File: src/rtl/sigmoid_pkg.sv
// Shared constants and helpers for the sigmoid activation engine.
// grid_addr must produce exactly the addresses present in the sigmoid ROM.
package sigmoid_pkg;

   localparam int         DATA_W   = 16;
   localparam int         IDX_MAX  = 60;
   localparam int         IDX_W    = 6;
   localparam logic [7:0] HALF_Q08 = 8'h80;

   typedef struct packed {
      logic             sat;
      logic [IDX_W-1:0] idx;
   } sig_idx_t;

   // Q8.8 address of grid point k*0.1, truncated the same way the ROM table was built.
   function automatic logic [DATA_W-1:0] grid_addr(input logic [IDX_W-1:0] k);
      logic [19:0] num;
      num = {6'd0, k, 8'd0} + 20'd5;
      return DATA_W'(num / 20'd10);
   endfunction

   // Round-to-nearest of |x|/0.1, clamped to the last grid index.
   function automatic sig_idx_t sig_index(input logic [DATA_W:0] mag);
      logic [20:0] t;
      logic [12:0] raw;
      sig_idx_t    r;
      t     = {4'd0, mag} * 21'd10 + 21'd128;
      raw   = t[20:8];
      r.sat = (raw > 13'(IDX_MAX));
      r.idx = r.sat ? IDX_W'(IDX_MAX) : raw[IDX_W-1:0];
      return r;
   endfunction

endpackage

File: src/rtl/sigmoid_quant.sv
// Combinational |x| / round / clamp / grid-address logic for one Q8.8 sample.
// No state; feeds the stage-A registers in the top.
module sigmoid_quant
   import sigmoid_pkg::*;
(
   input  logic [DATA_W-1:0] data_i,
   output logic              sign_o,
   output logic              sat_o,
   output logic [DATA_W-1:0] addr_o
);

   logic [DATA_W:0] mag;
   sig_idx_t        si;

   always_comb begin
      sign_o = data_i[DATA_W-1];
      // 17-bit magnitude so that -32768 maps to +32768.
      mag    = sign_o ? ({1'b0, ~data_i} + 17'd1) : {1'b0, data_i};
      si     = sig_index(mag);
      sat_o  = si.sat;
      addr_o = grid_addr(si.idx);
   end

endmodule

File: src/rtl/sigmoid_act.sv
// Streaming sigmoid: Q8.8 in, Q0.8 out, 2-cycle latency, 1 sample/cycle.
// Stage A drives the ROM address; in_ready drops only when both stages are full and out_ready is low.
module sigmoid_act
   import sigmoid_pkg::*;
(
   input  logic              clk,
   input  logic              rst_n,
   input  logic              in_valid,
   output logic              in_ready,
   input  logic [DATA_W-1:0] in_data,
   output logic [DATA_W-1:0] rom_addr,
   input  logic [DATA_W-1:0] rom_data,
   output logic              out_valid,
   input  logic              out_ready,
   output logic [DATA_W-1:0] out_data,
   output logic              out_sat
);

   localparam logic [8:0] ONE_Q08 = {HALF_Q08, 1'b0};

   logic              a_valid_q;
   logic [DATA_W-1:0] rom_addr_q;
   logic              sign_q;
   logic              sat_q;
   logic              out_valid_q;
   logic [DATA_W-1:0] out_data_q;
   logic              out_sat_q;

   logic              quant_sign;
   logic              quant_sat;
   logic [DATA_W-1:0] quant_addr;
   logic              b_adv;
   logic              a_adv;
   logic              in_xfer;
   logic [8:0]        res_d;
   logic              unused_rom_hi;

   sigmoid_quant u_quant (
      .data_i (in_data),
      .sign_o (quant_sign),
      .sat_o  (quant_sat),
      .addr_o (quant_addr)
   );

   always_comb begin
      b_adv    = !out_valid_q || out_ready;
      a_adv    = a_valid_q && b_adv;
      in_ready = !a_valid_q || b_adv;
      in_xfer  = in_valid && in_ready;
      // Negative inputs use sigmoid(-x) = 1 - sigmoid(x); ROM data is never below 0x80.
      res_d    = sign_q ? (ONE_Q08 - {1'b0, rom_data[7:0]}) : {1'b0, rom_data[7:0]};
   end

   assign unused_rom_hi = ^rom_data[DATA_W-1:8];

   always_ff @(posedge clk or negedge rst_n) begin
      if (!rst_n) begin
         a_valid_q  <= 1'b0;
         rom_addr_q <= '0;
         sign_q     <= 1'b0;
         sat_q      <= 1'b0;
      end else begin
         if (in_ready) a_valid_q <= in_valid;
         if (in_xfer) begin
            rom_addr_q <= quant_addr;
            sign_q     <= quant_sign;
            sat_q      <= quant_sat;
         end
      end
   end

   always_ff @(posedge clk or negedge rst_n) begin
      if (!rst_n) begin
         out_valid_q <= 1'b0;
         out_data_q  <= '0;
         out_sat_q   <= 1'b0;
      end else begin
         if (b_adv) out_valid_q <= a_valid_q;
         if (a_adv) begin
            out_data_q <= {7'd0, res_d};
            out_sat_q  <= sat_q;
         end
      end
   end

   assign rom_addr  = rom_addr_q;
   assign out_valid = out_valid_q;
   assign out_data  = out_data_q;
   assign out_sat   = out_sat_q;

endmodule

File: config.mk
export PLATFORM = sky130hd
export DESIGN_NAME = sigmoid_act
export DESIGN_NICKNAME = d
export VERILOG_FILES = /design/src/rtl/sigmoid_pkg.sv /design/src/rtl/sigmoid_quant.sv /design/src/rtl/sigmoid_act.sv
export SDC_FILE = /design/constraint.sdc
export NUM_CORES = 1
export LEC_CHECK = 0
export ABC_AREA = 1
export CORE_MARGIN = 4
export CORE_UTILIZATION = 25
export DETAILED_ROUTE_END_ITERATION = 10
export GPL_TIMING_DRIVEN = 1
export PLACE_DENSITY = 0.52
export SLEW_MARGIN = 10
export SYNTH_ARGS = -nofsm -noshare
export SYNTH_HDL_FRONTEND = slang
export SYNTH_SLANG_ARGS = --single-unit
File: constraint.sdc
create_clock -name clk -period 1.31 [get_ports clk]
set_input_delay 0.131 -clock clk [delete_from_list [all_inputs] [get_ports clk]]
set_output_delay 0.131 -clock clk [all_outputs]
set_load 0.005 [all_outputs]
Word level (Yosys, flattened, before mapping)
Index checks and enable logic that the tools add are counted.
- $add $sub $neg: 4
- multiply operators: 1
- divide/modulo/power cells: 1
- order comparisons: 1
- mux-type cells: 3
- bitwise logic cells: 1
- reductions and logical operators: 6
- operators with widths (operator ; number):
    $add A21 B8 Y21 const B ; 1
    $div A20 B4 Y20 const B ; 1
    $mul A17 B3 Y20 const B ; 1
    $add A16 B1 Y17 const B ; 1
    $mux W17 ; 1
    $not A16 Y16 ; 1
    $add A14 B3 Y15 const B ; 1
    $gt A13 B6 Y1 const B ; 1
    $mux W9 ; 1
    $sub A9 B8 Y9 const A ; 1
    $mux W6 ; 1
    $logic_and A1 B1 Y1 ; 2
    $logic_not A1 Y1 ; 2
    $logic_or A1 B1 Y1 ; 2
- register bits: 30
- input bits: 36
- output and inout bits: 35
- logic and storage cells: 24

Longest topological paths before layout
- depth in word-level cells: 9
- depth in mapped cells: 84
- depth with buffers taken out: 83

Hierarchy
From an unflattened synthesis, not the netlist that was laid out.
- cell total of the unflattened synthesis: 893
- area total of the unflattened synthesis: 5865.6 µm²
- modules (own cells, without submodules) (module ; times used ; cells each ; area an instance (µm²) ; seq. area each (µm²)):
    sigmoid_quant ; 1 ; 755 ; 4418.0 ; 0.0
    sigmoid_act ; 1 ; 138 ; 1447.6 ; 750.7

Least setup slack after synthesis
OpenSTA, ideal clock, no wires.
- path kind: input port to flip-flop
- start point: in in_data[1]
- end point: reg rom_addr_q[0] (netlist: rom_addr[0])
- setup time: 0.117 ns
- arrival: 8.366 ns
- data required time: 1.193 ns
- setup slack: -7.173 ns
- cell stages on the path: 76
- buffers on the path: 2
- path through: inv_1 -> ha_1 -> inv_2 -> nor3_1 -> nand2_1 -> nor3_1 -> nor2_1 -> nor2_1 -> a21oi_1 -> xor2_1 -> ha_1 -> ha_1 -> nand2_1 -> nor2_1 -> inv_1 -> nor3_1 -> nand2_1 -> nand3b_1 -> [40 not listed] -> nand2_2 -> buf_6 -> nand2_2 -> nand2_1 -> nor2_1 -> nand2_1 -> nand2_2 -> nand2_1 -> inv_1 -> ha_1 -> nand2_1 -> nand2_1 -> a21oi_1 -> nand2_1 -> nor2_1 -> nand4_1 -> nand2_1 -> nand2_1
- cells in the longest elaborated chain, start to end: 9
- ends and longest elaborated chain (element ; RTL line ; RTL):
    from (decl) ; sigmoid_act.sv:10 ; input logic [DATA_W-1:0] in_data,
    $not A16 Y16 ; sigmoid_quant.sv:18 ; mag = sign_o ? ({1'b0, ~data_i} + 17'd1) : {1'b0, data_i};
    $add A16 B1 Y17 ; sigmoid_quant.sv:18 ;
    $mux W17 (*) ; sigmoid_quant.sv:18 ;
    $mul A17 B3 Y20 (*) ; sigmoid_pkg.sv:27 ; t = {4'd0, mag} * 21'd10 + 21'd128;
    $add A21 B8 Y21 (*) ; sigmoid_pkg.sv:27 ;
    $gt A13 B6 Y1 ; sigmoid_pkg.sv:29 ; r.sat = (raw > 13'(IDX_MAX));
    $mux W6 (*) ; sigmoid_pkg.sv:30 ; r.idx = r.sat ? IDX_W'(IDX_MAX) : raw[IDX_W-1:0];
    $add A14 B3 Y15 (*) ; sigmoid_pkg.sv:18 ; num = {6'd0, k, 8'd0} + 20'd5;
    $div A20 B4 Y20 (*) ; sigmoid_pkg.sv:19 ; return DATA_W'(num / 20'd10);
    to (signal assigned) ; sigmoid_act.sv:65 ; rom_addr_q <= quant_addr;
    to (decl) ; sigmoid_act.sv:22 ; logic [DATA_W-1:0] rom_addr_q;
Every way passes the cells marked *; elsewhere a longest branch is shown, timed or not.
A chain may end at the register's enable or synchronous reset.

Worst setup path after layout
- start point: in in_data[8]
- end point: reg rom_addr_q[0] (netlist: rom_addr[0])
Same word-level chain as after synthesis.

==> results.sh <==
export IMPL_gr_total_overflow=0
export IMPL_cts_buffers=3
export IMPL_dp_cells=1385
export IMPL_reg2reg_slack_ns=0.21
export IMPL_async_flop_share=1.00
export IMPL_final_common_cell="buf_4"
export IMPL_diodes=0
export IMPL_hold_slack_ns=0.243
export IMPL_grt_pass1_wl_um=25200
export IMPL_layout_drive_gt1_share=0.503
export IMPL_clock_tree_buffer_depth=2
export IMPL_synth_edf_count=0
export IMPL_cap_violations=0
export IMPL_syn_area_per_cell_um2=5.86
export IMPL_crit_type="input pin to flip-flop"
export IMPL_netlist_area_um2=4970
export IMPL_top_layer="met4"
export IMPL_cpPeakStageDelay_ns=0.46
export IMPL_synth_ff_type="dfrtp_1"
export IMPL_die_h_um=149
export IMPL_cts_sinks=25
export IMPL_final_antenna_net_count=0
export IMPL_rows=51
export IMPL_rr_endpoint="out_data[8]$_DFFE_PN0P_"
export IMPL_finalWorstPathRequiredPeriod_ns=8.34
export IMPL_path_max_fanout=5
export IMPL_grt_max_degree=26
export IMPL_mostFrequentLayoutCells="buf_4, nand2_1, nand2_2"
export IMPL_antenna_found_initial=0
export IMPL_finClkSkew_ns=0.00179
export IMPL_synth_seq_cells=25
export IMPL_drtIter0Drc=210
export IMPL_die_w_um=149
export IMPL_coreArea_um2=19500
export IMPL_grt_usage=0.130
export IMPL_critPathArrivalTime_ns=8.49
export IMPL_drt_first_pass_iters=4
export IMPL_wirelength_um=15400
export IMPL_hold_class="input pin to async pin"
export IMPL_fmax_ghz=0.120
export IMPL_vias=6206
export IMPL_nFillCells=1985
export IMPL_cts_htree_levels=1
export IMPL_crit_path_frequent_cell="nand2_2"
export IMPL_die_area_um2=22200
export IMPL_finalSetupViolations=12
export IMPL_r2r_start="out_valid$_DFFE_PN0P_"
export IMPL_wl_met3_um=352
export IMPL_areaGrowthSynthToFinish_pct=84.6
export IMPL_status="complete, but fails checks"
export IMPL_wl_per_cell_um=10.7
export IMPL_period_share=6.36
export IMPL_slowest_stage="clkdlybuf4s50_1"
export IMPL_met2_wirelength_um=7440
export IMPL_slew_viol_final=0
export IMPL_rsz0062_at_grt="true"
export IMPL_viasPerCell=4.32
export IMPL_violations="negative setup slack"
export IMPL_cts_tree="built"
export IMPL_hpwl_um=12100
export IMPL_cts_clk_slew_worst_paths_ns=0.07
export IMPL_final_cells=1437
export IMPL_final_util=0.470
export IMPL_initial_utilization=0.255
export IMPL_cts_root_buffer="clkbuf_16"
export IMPL_netlist_instances=849
export IMPL_pin_count=71
export IMPL_finalHoldViolCount=0
export IMPL_finalInstanceArea_um2=9180
export IMPL_finalWorstSetupSlack_ns=-7.03
export IMPL_grt_pass1_vias=5809
export IMPL_wl_met1_um=7460
export IMPL_place_area_um2=7710
export IMPL_clk_latency_ns=0.26
export IMPL_seq_area_frac_synth=0.126
export IMPL_synth_cell_types=47
export IMPL_fin_nets=1248
export IMPL_ys_warn_count=0
export IMPL_drcViolationCount=0
export IMPL_reg2reg_depth=5
export IMPL_placement_io_buffers=50
export IMPL_gp_congestion=0.830
export IMPL_worstSetupStartpointType="input pin"
export IMPL_endpoint_kind="flip-flop"
export IMPL_crit_required_ns=1.47
==> cells by family (layout without fill, tap and decap cells) <==
logic type	after synthesis	in the layout	share of synthesized area
DFF	25	25	0.126
adders and majority gates	39	39	0.0982
AOI/OAI and AO/OA	75	75	0.0906
other	1	13	0.000754
buffers and inverters	139	447	0.120
xor gates and xnor gates	26	26	0.0458
and+or+nand+nor	544	547	0.519
==> cell type report <==
| type | instances | area (um^2) | share of cell area |
|---|---|---|---|
| inverters | 119 | 484 | 0.0528 |
| multi-input cells | 700 | 5020 | 0.547 |
| clock inverters | 1 | 7.51 | 0.000818 |
| clock buffers | 3 | 75.1 | 0.00818 |
| repair buffers | 324 | 2630 | 0.287 |
| well taps | 265 | 332 | 0.0361 |
| flip-flops and latches | 25 | 626 | 0.0682 |
==> worst max-delay path: cells and delay by family <==
| kind | cells | cell delay (ns) |
|---|---|---|
| XOR/XNOR | 3 | 0.55 |
| AND/OR/NAND/NOR | 49 | 4.72 |
| buffers and inverters | 11 | 1.24 |
| AO/OA/AOI/OAI | 2 | 0.22 |
| adder cells (fa/ha/maj) | 7 | 1.62 |
==> sequential cells by signal (all words and copies together) (netlist names) <==
register / cells
sat_q: 1
out_valid: 1
a_valid_q: 1
out_sat: 1
sign_q: 1
rom_addr: 11
out_data: 9
==> how the worst max path moves through the flow <==
stage	start	end	slack, ns
4_1_cts	in_data[0]	rom_addr[0]$_DFFE_PN0P_	-7.08
2_1_floorplan	in_data[0]	rom_addr[0]$_DFFE_PN0P_	-6.81
3_3_place_gp	in_data[0]	rom_addr[0]$_DFFE_PN0P_	-7.99
3_5_place_dp	in_data[0]	rom_addr[0]$_DFFE_PN0P_	-8.09
5_1_grt	in_data[0]	rom_addr[0]$_DFFE_PN0P_	-7.70
6_report	in_data[8]	rom_addr[0]$_DFFE_PN0P_	-7.03
==> per-layer routing <==
layer  vias up  track usage
li1       3360            -
met1      2769        0.178
met2        66        0.232
met3        11      0.00547
met4         0       0.0156
met5         -            0
==> synthesized netlist by cell type (8+ instances only) <==
master / number / area [um^2]
nor2_1: 70 / 263
nor2_4: 8 / 90.1
nor3_1: 12 / 60.1
nand3_1: 79 / 395
inv_1: 106 / 398
nor2_2: 8 / 50.1
xnor2_1: 10 / 87.6
nand3_2: 12 / 120
buf_4: 13 / 97.6
nand4_1: 22 / 138
inv_2: 11 / 41.3
dfrtp_1: 25 / 626
ha_1: 39 / 488
nand2_1: 276 / 1040
o21ai_0: 29 / 145
xor2_1: 16 / 140
a21oi_1: 22 / 110
nand2_2: 33 / 206
==> through the flow <==
| stage | worst slack [ns] | setup TNS [ns] |
|---|---|---|
| final | -7.03 | -57.90 |
| after global routing | -7.70 | -63.95 |
| after CTS | -7.08 | -59.33 |
| after detailed placement | -8.09 | -71.45 |
| after global placement | -7.99 | -70.92 |
| after floorplan | -6.81 | -54.40 |
==> repair_timing <==
item | 4_1_cts | 5_1_grt
pin swaps | 100 | 93
setup buffers | 32 | 13
gates resized for setup | 132 | 154
endpoints found under the setup margin | 21 | 17
hold buffers | 0 | 0
cloned | 3 | 0
Power is left out: the tool's default activity adds up to more than one toggle a clock period on the data nets, which glitch-free logic cannot reach.
